`src/rtl/byte_lane_arbiter_pkg.sv`:
```
// Shared types and widths for the round-robin 32:8 byte-lane arbiter.
package byte_lane_arbiter_pkg;

  localparam int unsigned BYTES_PER_WORD = 4;
  localparam int unsigned BYTE_W         = 8;
  localparam int unsigned WORD_W         = 32;
  localparam int unsigned CNT_W          = 2;

  typedef enum logic {
    ST_IDLE = 1'b0,
    ST_SEND = 1'b1
  } state_e;

  localparam logic [CNT_W-1:0] LAST_BYTE = CNT_W'(BYTES_PER_WORD - 1);

endpackage

```
`src/rtl/byte_lane_arbiter_rr_arbiter.sv`:
```
// Combinational round-robin picker: searches ptr+1, ptr+2, ... modulo NUM_REQ.
module rr_arbiter #(
  parameter int unsigned NUM_REQ = 4,
  parameter int unsigned REQ_W   = 2
) (
  input  logic [NUM_REQ-1:0] req,
  input  logic [REQ_W-1:0]   ptr,
  output logic [NUM_REQ-1:0] gnt,
  output logic [REQ_W-1:0]   gnt_idx,
  output logic               any
);

  logic [REQ_W-1:0] sel;

  always_comb begin
    gnt     = '0;
    gnt_idx = '0;
    any     = 1'b0;
    sel     = '0;
    for (int unsigned off = 1; off <= NUM_REQ; off++) begin
      sel = REQ_W'((32'(ptr) + off) % NUM_REQ);
      if (!any && req[sel]) begin
        any      = 1'b1;
        gnt[sel] = 1'b1;
        gnt_idx  = sel;
      end
    end
  end

endmodule

```
`src/rtl/byte_lane_arbiter.sv`:
```
// Round-robin scheduler serialising one 32-bit word per grant onto an 8-bit lane, MSB first.
module byte_lane_arbiter
  import byte_lane_arbiter_pkg::*;
#(
  parameter int unsigned NUM_REQ = 4,
  parameter int unsigned REQ_W   = 2
) (
  input  logic                      clk_4f,
  input  logic                      reset_L,
  input  logic [NUM_REQ-1:0]        valid_in,
  input  logic [WORD_W*NUM_REQ-1:0] data_in,
  input  logic                      stall,
  output logic [NUM_REQ-1:0]        ready_out,
  output logic [BYTE_W-1:0]         data_out,
  output logic                      valid_out,
  output logic [REQ_W-1:0]          grant_id,
  output logic                      busy
);

  state_e              state_q, state_d;
  logic [CNT_W-1:0]    byte_cnt_q, byte_cnt_d;
  logic [WORD_W-1:0]   shift_q, shift_d;
  logic [REQ_W-1:0]    rr_ptr_q, rr_ptr_d;
  logic [BYTE_W-1:0]   data_out_q, data_out_d;
  logic                valid_out_q, valid_out_d;
  logic [REQ_W-1:0]    grant_id_q, grant_id_d;
  logic                busy_q, busy_d;

  logic [NUM_REQ-1:0]  gnt;
  logic [REQ_W-1:0]    gnt_idx;
  logic                any_req;
  logic                slot_open;
  logic                accept;
  logic [WORD_W-1:0]   words [NUM_REQ];
  logic [WORD_W-1:0]   win_word;

  for (genvar i = 0; i < NUM_REQ; i++) begin : g_words
    assign words[i] = data_in[WORD_W*i +: WORD_W];
  end

  rr_arbiter #(
    .NUM_REQ (NUM_REQ),
    .REQ_W   (REQ_W)
  ) u_rr_arbiter (
    .req     (valid_in),
    .ptr     (rr_ptr_q),
    .gnt     (gnt),
    .gnt_idx (gnt_idx),
    .any     (any_req)
  );

  // A new word may enter when the lane is empty or its last byte is leaving.
  assign slot_open = !stall && ((state_q == ST_IDLE) || (byte_cnt_q == LAST_BYTE));
  assign accept    = slot_open && any_req;
  assign ready_out = accept ? gnt : '0;
  assign win_word  = words[gnt_idx];

  always_comb begin
    state_d     = state_q;
    byte_cnt_d  = byte_cnt_q;
    shift_d     = shift_q;
    rr_ptr_d    = rr_ptr_q;
    data_out_d  = data_out_q;
    valid_out_d = valid_out_q;
    grant_id_d  = grant_id_q;

    if (!stall) begin
      if (accept) begin
        state_d     = ST_SEND;
        byte_cnt_d  = '0;
        shift_d     = {win_word[WORD_W-BYTE_W-1:0], BYTE_W'(0)};
        data_out_d  = win_word[WORD_W-1 -: BYTE_W];
        valid_out_d = 1'b1;
        grant_id_d  = gnt_idx;
        rr_ptr_d    = gnt_idx;
      end else if (state_q == ST_SEND) begin
        if (byte_cnt_q == LAST_BYTE) begin
          state_d     = ST_IDLE;
          byte_cnt_d  = '0;
          data_out_d  = '0;
          valid_out_d = 1'b0;
        end else begin
          byte_cnt_d  = byte_cnt_q + CNT_W'(1);
          shift_d     = {shift_q[WORD_W-BYTE_W-1:0], BYTE_W'(0)};
          data_out_d  = shift_q[WORD_W-1 -: BYTE_W];
          valid_out_d = 1'b1;
        end
      end
    end

    busy_d = (state_d == ST_SEND);
  end

  always_ff @(posedge clk_4f or negedge reset_L) begin
    if (!reset_L) begin
      state_q     <= ST_IDLE;
      byte_cnt_q  <= '0;
      shift_q     <= '0;
      rr_ptr_q    <= REQ_W'(NUM_REQ - 1);
      data_out_q  <= '0;
      valid_out_q <= 1'b0;
      grant_id_q  <= '0;
      busy_q      <= 1'b0;
    end else begin
      state_q     <= state_d;
      byte_cnt_q  <= byte_cnt_d;
      shift_q     <= shift_d;
      rr_ptr_q    <= rr_ptr_d;
      data_out_q  <= data_out_d;
      valid_out_q <= valid_out_d;
      grant_id_q  <= grant_id_d;
      busy_q      <= busy_d;
    end
  end

  assign data_out  = data_out_q;
  assign valid_out = valid_out_q;
  assign grant_id  = grant_id_q;
  assign busy      = busy_q;

endmodule

```
`config.mk`:
```
export PLATFORM = sky130hd
export DESIGN_NAME = byte_lane_arbiter
export DESIGN_NICKNAME = d
export VERILOG_FILES = /design/src/rtl/byte_lane_arbiter_pkg.sv /design/src/rtl/byte_lane_arbiter_rr_arbiter.sv /design/src/rtl/byte_lane_arbiter.sv
export SDC_FILE = /design/constraint.sdc
export NUM_CORES = 1
export LEC_CHECK = 0
export BUFFER_PORTS_ARGS = -buffer_cell sky130_fd_sc_hd__buf_4
export CORE_MARGIN = 5
export CORE_UTILIZATION = 50
export CTS_BUF_LIST = sky130_fd_sc_hd__clkbuf_16
export DETAILED_ROUTE_END_ITERATION = 7
export PLACE_DENSITY_LB_ADDON = 0.2
export RECOVER_POWER = 50
export REMOVE_ABC_BUFFERS = 1
export SLEW_MARGIN = 5
export SYNTH_ARGS = -nofsm -noshare
export SYNTH_HDL_FRONTEND = slang
export SYNTH_SLANG_ARGS = --single-unit
```
`constraint.sdc`:
```
create_clock -name clk_4f -period 10.86 [get_ports clk_4f]
set_clock_uncertainty 0.2 [all_clocks]
set_input_delay 1.086 -clock clk_4f [delete_from_list [all_inputs] [get_ports clk_4f]]
set_output_delay 1.086 -clock clk_4f [all_outputs]
set_load 0.01 [all_outputs]
```
* Yosys cells after proc, flatten, opt, wreduce, memory -nomap -nowiden
Index checks and enable logic that the tools add are counted.
W data, S select, Z words.
** Storage, ports and cells
- Flip-flop bits (word level) :: 48
- Output and inout bits :: 16
- Logic and storage cells :: 93
** Operators by class
- $add $sub $neg :: 5
- Order comparisons :: 9
- Equal/unequal tests :: 2
- Multiplexer cells :: 46
- Bitwise gates (word level) :: 6
- Reductions and logical operators :: 18
** Operators by type and width (count)
- $mux W32 :: 5
- $bmux W32 S2 :: 1
- $mux W8 :: 3
- $mux W4 :: 5
- $mux W1 :: 17
- $mux W2 :: 7
- $lt A2 B3 Y1 const B :: 4
- $or A4 B4 Y4 :: 3
- $logic_and A1 B1 Y1 :: 9
- $bmux W1 S2 :: 4
- $demux W1 S2 :: 4
- $ge A2 B1 Y1 const B :: 4
- $add A2 B1 Y2 const B :: 3
- $add A2 B2 Y2 const B :: 2
- $logic_not A1 Y1 :: 4
- $reduce_and A2 Y1 :: 2
- $ge A3 B3 Y1 const B :: 1
- $not A2 Y3 :: 1
- $reduce_and A3 Y1 :: 1
- $eq A2 B2 Y1 const B :: 1
- $ne A2 B2 Y1 const B :: 1
- $not A1 Y1 :: 2
- $reduce_bool A2 Y1 :: 1
- $logic_or A1 B1 Y1 :: 1

* Longest topological paths before layout
- Word-level depth :: 18
- Mapped depth :: 13
- Mapped depth without buffers :: 8

* By module
From an unflattened synthesis, not the netlist that was laid out.
** Second synthesis, totals
- Cell total of the unflattened synthesis :: 254
- Area, all modules :: 3114.2 um^2
** By module, submodules not included
- byte_lane_arbiter :: instances 1, cells an instance 186, area each 2588.7 um^2, seq. area each 1003.5 um^2
- rr_arbiter :: instances 1, cells an instance 68, area each 525.5 um^2, seq. area each 0.0 um^2

* Worst setup path before layout
No wires, ideal clock.
- Kind :: reg-to-output
- From :: register rr_ptr_q[0]
- To :: output ready_out[0]
- Arrival :: 2838 ps
- Data required time :: 9574 ps
- Setup slack :: 6736 ps
- Stages on the path, launching flop included :: 11
- Path buffers :: 4
- Path through :: dfstp_2 buf_6 inv_1 clkbuf_1 ha_1 mux4_1 or4_1 buf_2 nand2_1 buf_2 a21oi_1
** Between the ends
- Cells in the longest elaborated chain, start to end :: 15
- Elaborated cells on any way between the ends :: 51
- Those cells by class :: add/sub (4); order compare (8); mux (25); bitwise (3); reduce/logical (11)
** Ends and longest elaborated chain
- from (decl) :: line byte_lane_arbiter.sv:23 : logic [REQ_W-1:0] rr_ptr_q, rr_ptr_d;
- from (signal assigned) :: line byte_lane_arbiter.sv:99 : rr_ptr_q <= REQ_W'(NUM_REQ - 1);
- from (signal assigned) :: line byte_lane_arbiter.sv:108 : rr_ptr_q <= rr_ptr_d;
- branches (longest 14 deep; another with $lt A2 B3 Y1)
- $mux W4 (*) :: line byte_lane_arbiter.sv:55 : assign ready_out = accept ? gnt : '0;
- to (decl) :: line byte_lane_arbiter.sv:13 : output logic [NUM_REQ-1:0] ready_out,
Every way passes the cells marked *. The select of a mux whose other input is x is not followed.

* Worst setup path after layout
- From :: register rr_ptr_q[0]
- To :: output ready_out[3]
Same word-level chain as after synthesis.

==> summary.txt <==
CTS
  – CTS root buf: clkbuf_16
  – Postcts setup bufs: 0
  – TritonCTS clock tree: built
  – H-tree level count: 2
  – Clk_lat worst skew: 280 ps
  – CTS buffer count: 5
  – Reg clk slew, reported paths: 60 ps
  – Clock sink count: 40
  – CTS Hold Bufs: 0
  – Post_cts resized: 0
  – CTS Buffer Depth: 2

Synthesis
  – Cells after Synth: 314
  – Mapped cell area: 3284 um^2
  – XOR/XNOR Fraction of Synth Area: 0.002667
  – Synth async-reset ratio: 1.000
  – Count of different cell masters after synthesis: 43
  – Synth warn: 0
  – Synthesized area per cell: roughly 10 um^2
  – Yosys reg bits: 40
  – Largest family of logic cells by synthesized area: compound AO/OA/AOI/OAI gates
  – Top_reg_cell synth: dfrtp_1
  – Synth Area in Compound Gates: 0.2636
  – Number of synthesized flops with an enable pin: 0
  – Post-Synth Simple-Gate Area: 0.08800
  – Mux cell area share after synthesis: 0.2472
  – Post-Synth Adder-Cell Area: 0.03429
  – Post-synthesis sequential area ratio: 0.3055

Die
  – Initial Util: 0.5143
  – Core ar.: 6386 um^2
  – Die width: ~91 um
  – Cell Rows: 29
  – Die Y: 91.05 um
  – Top Ports: 151
  – DIE AREA: 8290 um^2

Pwr
  – PwrDens: around 260 nW/um^2
  – Switch Pwr: slightly above 0.0005 W
  – Lkg Pwr: 2.185 nW
  – Overall Power: 0.001191 W
  – Sw Ratio: 0.4304
  – VDD IR max: 0.2022 mV
  – Comb power frac: 0.648
  – Seq pwr share: 0.213
  – Clk pwr share: 0.139
  – Internal power: 0.0006786 W

Final layout
  – Diode count: 0
  – Post-route cell area: 4516 um^2
  – Fraction of layout cells with a size suffix above 1: 0.4343
  – Area Growth Syn to Fin: 37.49%
  – Final net count: 592

Critical path
  – Worst EP arrival: 4060 ps
  – Crit path depth: 7
  – Crit path from: rr_ptr_q[0]
  – CP Max Fanout: 24
  – Critical Path Slowest Stage Cell: dfstp_2
  – Largest delay share family, worst path: simple AND/OR/NAND/NOR gates
  – FF-to-FF setup slack: between 6000 and 7000 ps
  – Cells on worst reg2reg path: 8
  – CP Capture Type: output port
  – Crit-path max cell delay: slightly below 800 ps
  – Req. time, crit path: around 9600 ps
  – Startpoint types: register
  – CP Class: reg -> out
  – Reg-to-Reg Start: rr_ptr_q[0]
  – Cell chain of the critical path: inv_1, ha_1, mux4_1, or4_1, nand2_1, a21oi_1, buf_4
  – Worst Path Buf+Inv: 2

STA
  – Setup TNS: 0 ps
  – Final setup viols: 0
  – Max-slew violation count: 41
  – Max_slew headroom: -0.4095
  – Period minus WS final: between 5000 and 6000 ps
  – RSZ-0062 raised after global routing: no
  – Fmax: 0.1869 GHz
  – Crit share post-route: 0.4926
  – Final-report hold violation count: 0
  – Worst-margin pin slew: approximately 2100 ps

Detailed routing
  – Drt first pass iters: 4
  – DR WL/cell: 18.17 um
  – Initial DRC Count: 110
  – Avg Vias per Cell: roughly 6.0
  – Post-route ant nets: 0
  – Post-Route WL: approximately 9600 um
  – DRC Markers: 0
  – Vias after detailed routing: 3138

Global route
  – Wire length of the first global-routing pass: approximately 16000 um
  – GR Util All Layers: 0.2265
  – Vias in the first global route: 3238
  – Largest net degree at the start of global routing: 41
  – Initial antenna violation count: 0
  – GRT overflow: 0

Placed design
  – Placed instance area: roughly 4400 um^2
  – Post-DP HPWL: 7212 um
  – GP Congestion: 0.8586
  – Port buffer count: 150

Worst hold path
  – Min-delay worst type: reg -> reg
  – Cell depth of the worst hold path: 2
  – Critical hold path startpoint: byte_cnt_q[1]

Outcome
  – Outcome: complete, but fails checks
  – Violated checks: max-capacitance violations, max-slew violations

Flow run
  – MaxCap Viol Count: 1
power by group through the flow:
stage,clock network (W),registers (W),logic (W)
finish,0.000165,0.000254,0.000772
global route,0.000173,0.000263,0.000844
CTS,0.000168,0.000254,0.000785
detailed placement,0,0.000256,0.000784
global placement,0,0.000253,0.000768
floorplan,0,0.000252,0.000642
path summary, 6_finish.rpt:
path	end
hold reg to reg	byte_cnt_q[1]
max in group asynchronous	data_out[3]
hold / removal	byte_cnt_q[1]
min in group asynchronous	shift_q[21]
setup / recovery	ready_out[3]
setup reg to reg	data_out[3]
Yosys cell counts (6+ instances only):
cell type  count  share of area
a22o_1         8          0.021
buf_4          6          0.014
mux2i_1       59           0.18
a21oi_1       21          0.032
buf_2         10          0.015
o221ai_1      22          0.059
dfrtp_1       38           0.29
a22oi_1       12          0.027
and3_1        13          0.025
mux2_2        11          0.038
ha_1           9          0.034
o221ai_2      10          0.046
a21oi_2       12          0.032
clkbuf_1       6         0.0069
nand2_1       21          0.024
placed cells by master (no fill, tap or decap), types with 2 or more instances in the layout:
master     netlist  layout
a211oi_1         2       2
a21boi_0         2       2
a21oi_1         21      21
a21oi_2         12      11
a22o_1           8       8
a22oi_1         12      12
a2bb2oi_1        4       4
and2_1           3       3
and3_1          13      13
and3_4           3       3
buf_4            6     145
clkbuf_1         6       9
clkbuf_16        0       5
dfrtp_1         38      38
dfstp_2          2       2
ha_1             9       9
inv_1            5       5
mux2_2          11      11
mux2i_1         59      59
mux4_1           2       2
mux4_2           2       2
nand2_1         21      21
nor2_1           3       3
nor2b_1          2       2
nor3_1           2       2
o21ai_0          5       5
o221ai_1        22      22
o221ai_2        10      10
final cells by class:
class,instances,area (um^2)
repair buffers,154,1122
flip-flops and latches,40,1003
multi-input cells,242,2107
clock buffers,5,125.1
inverters,5,18.77
well taps,77,96.34
clock inverters,3,42.54
fillers,534,1871
sequential cells by signal, indices dropped and copies added (netlist names):
register / flops
byte_cnt_q: 2
grant_id: 2
shift_q: 24
rr_ptr_q: 2
data_out: 8
busy: 1
valid_out: 1
through the flow:
stage / util / worst slack (ps) / cells / hold WS (ps)
2_1_floorplan: - / 4200 / 287 / 247.7
5_1_grt: 0.7071 / 5214 / 526 / 299.3
3_5_place_dp: 0.6861 / 5857 / 518 / 269.0
3_3_place_gp: 0.6861 / 6020 / 518 / 265.6
6_report: 0.7071 / 5510 / 526 / 284.6
4_1_cts: 0.7124 / 5544 / 526 / 288.0
layer usage:
layer / vias up / track usage / part of all wire
li1: 1508 / - / -
met1: 1493 / 0.2943 / 0.42
met2: 127 / 0.3840 / 0.50
met3: 10 / 0.04711 / 0.067
met4: 0 / 0.05868 / 0.013
met5: - / 0 / 0
cell families (layout without fill, tap and decap cells):
logic type,after synthesis,in the layout
compound gates,105,105
mux,74,74
simple gates,53,53
flops,40,40
buf+inv,32,167
fa+ha+maj,9,9
xor+xnor,1,1
worst reg2reg max path: stages (launching register included):
cell and delay [ps]:
dfstp_2 770, inv_1 330, ha_1 510, mux4_1 510
or4_1 740, nand2_1 630, or2_1 220, buf_4 360
o221ai_1 210
No activity file was read; power rests on OpenSTA's default activity.
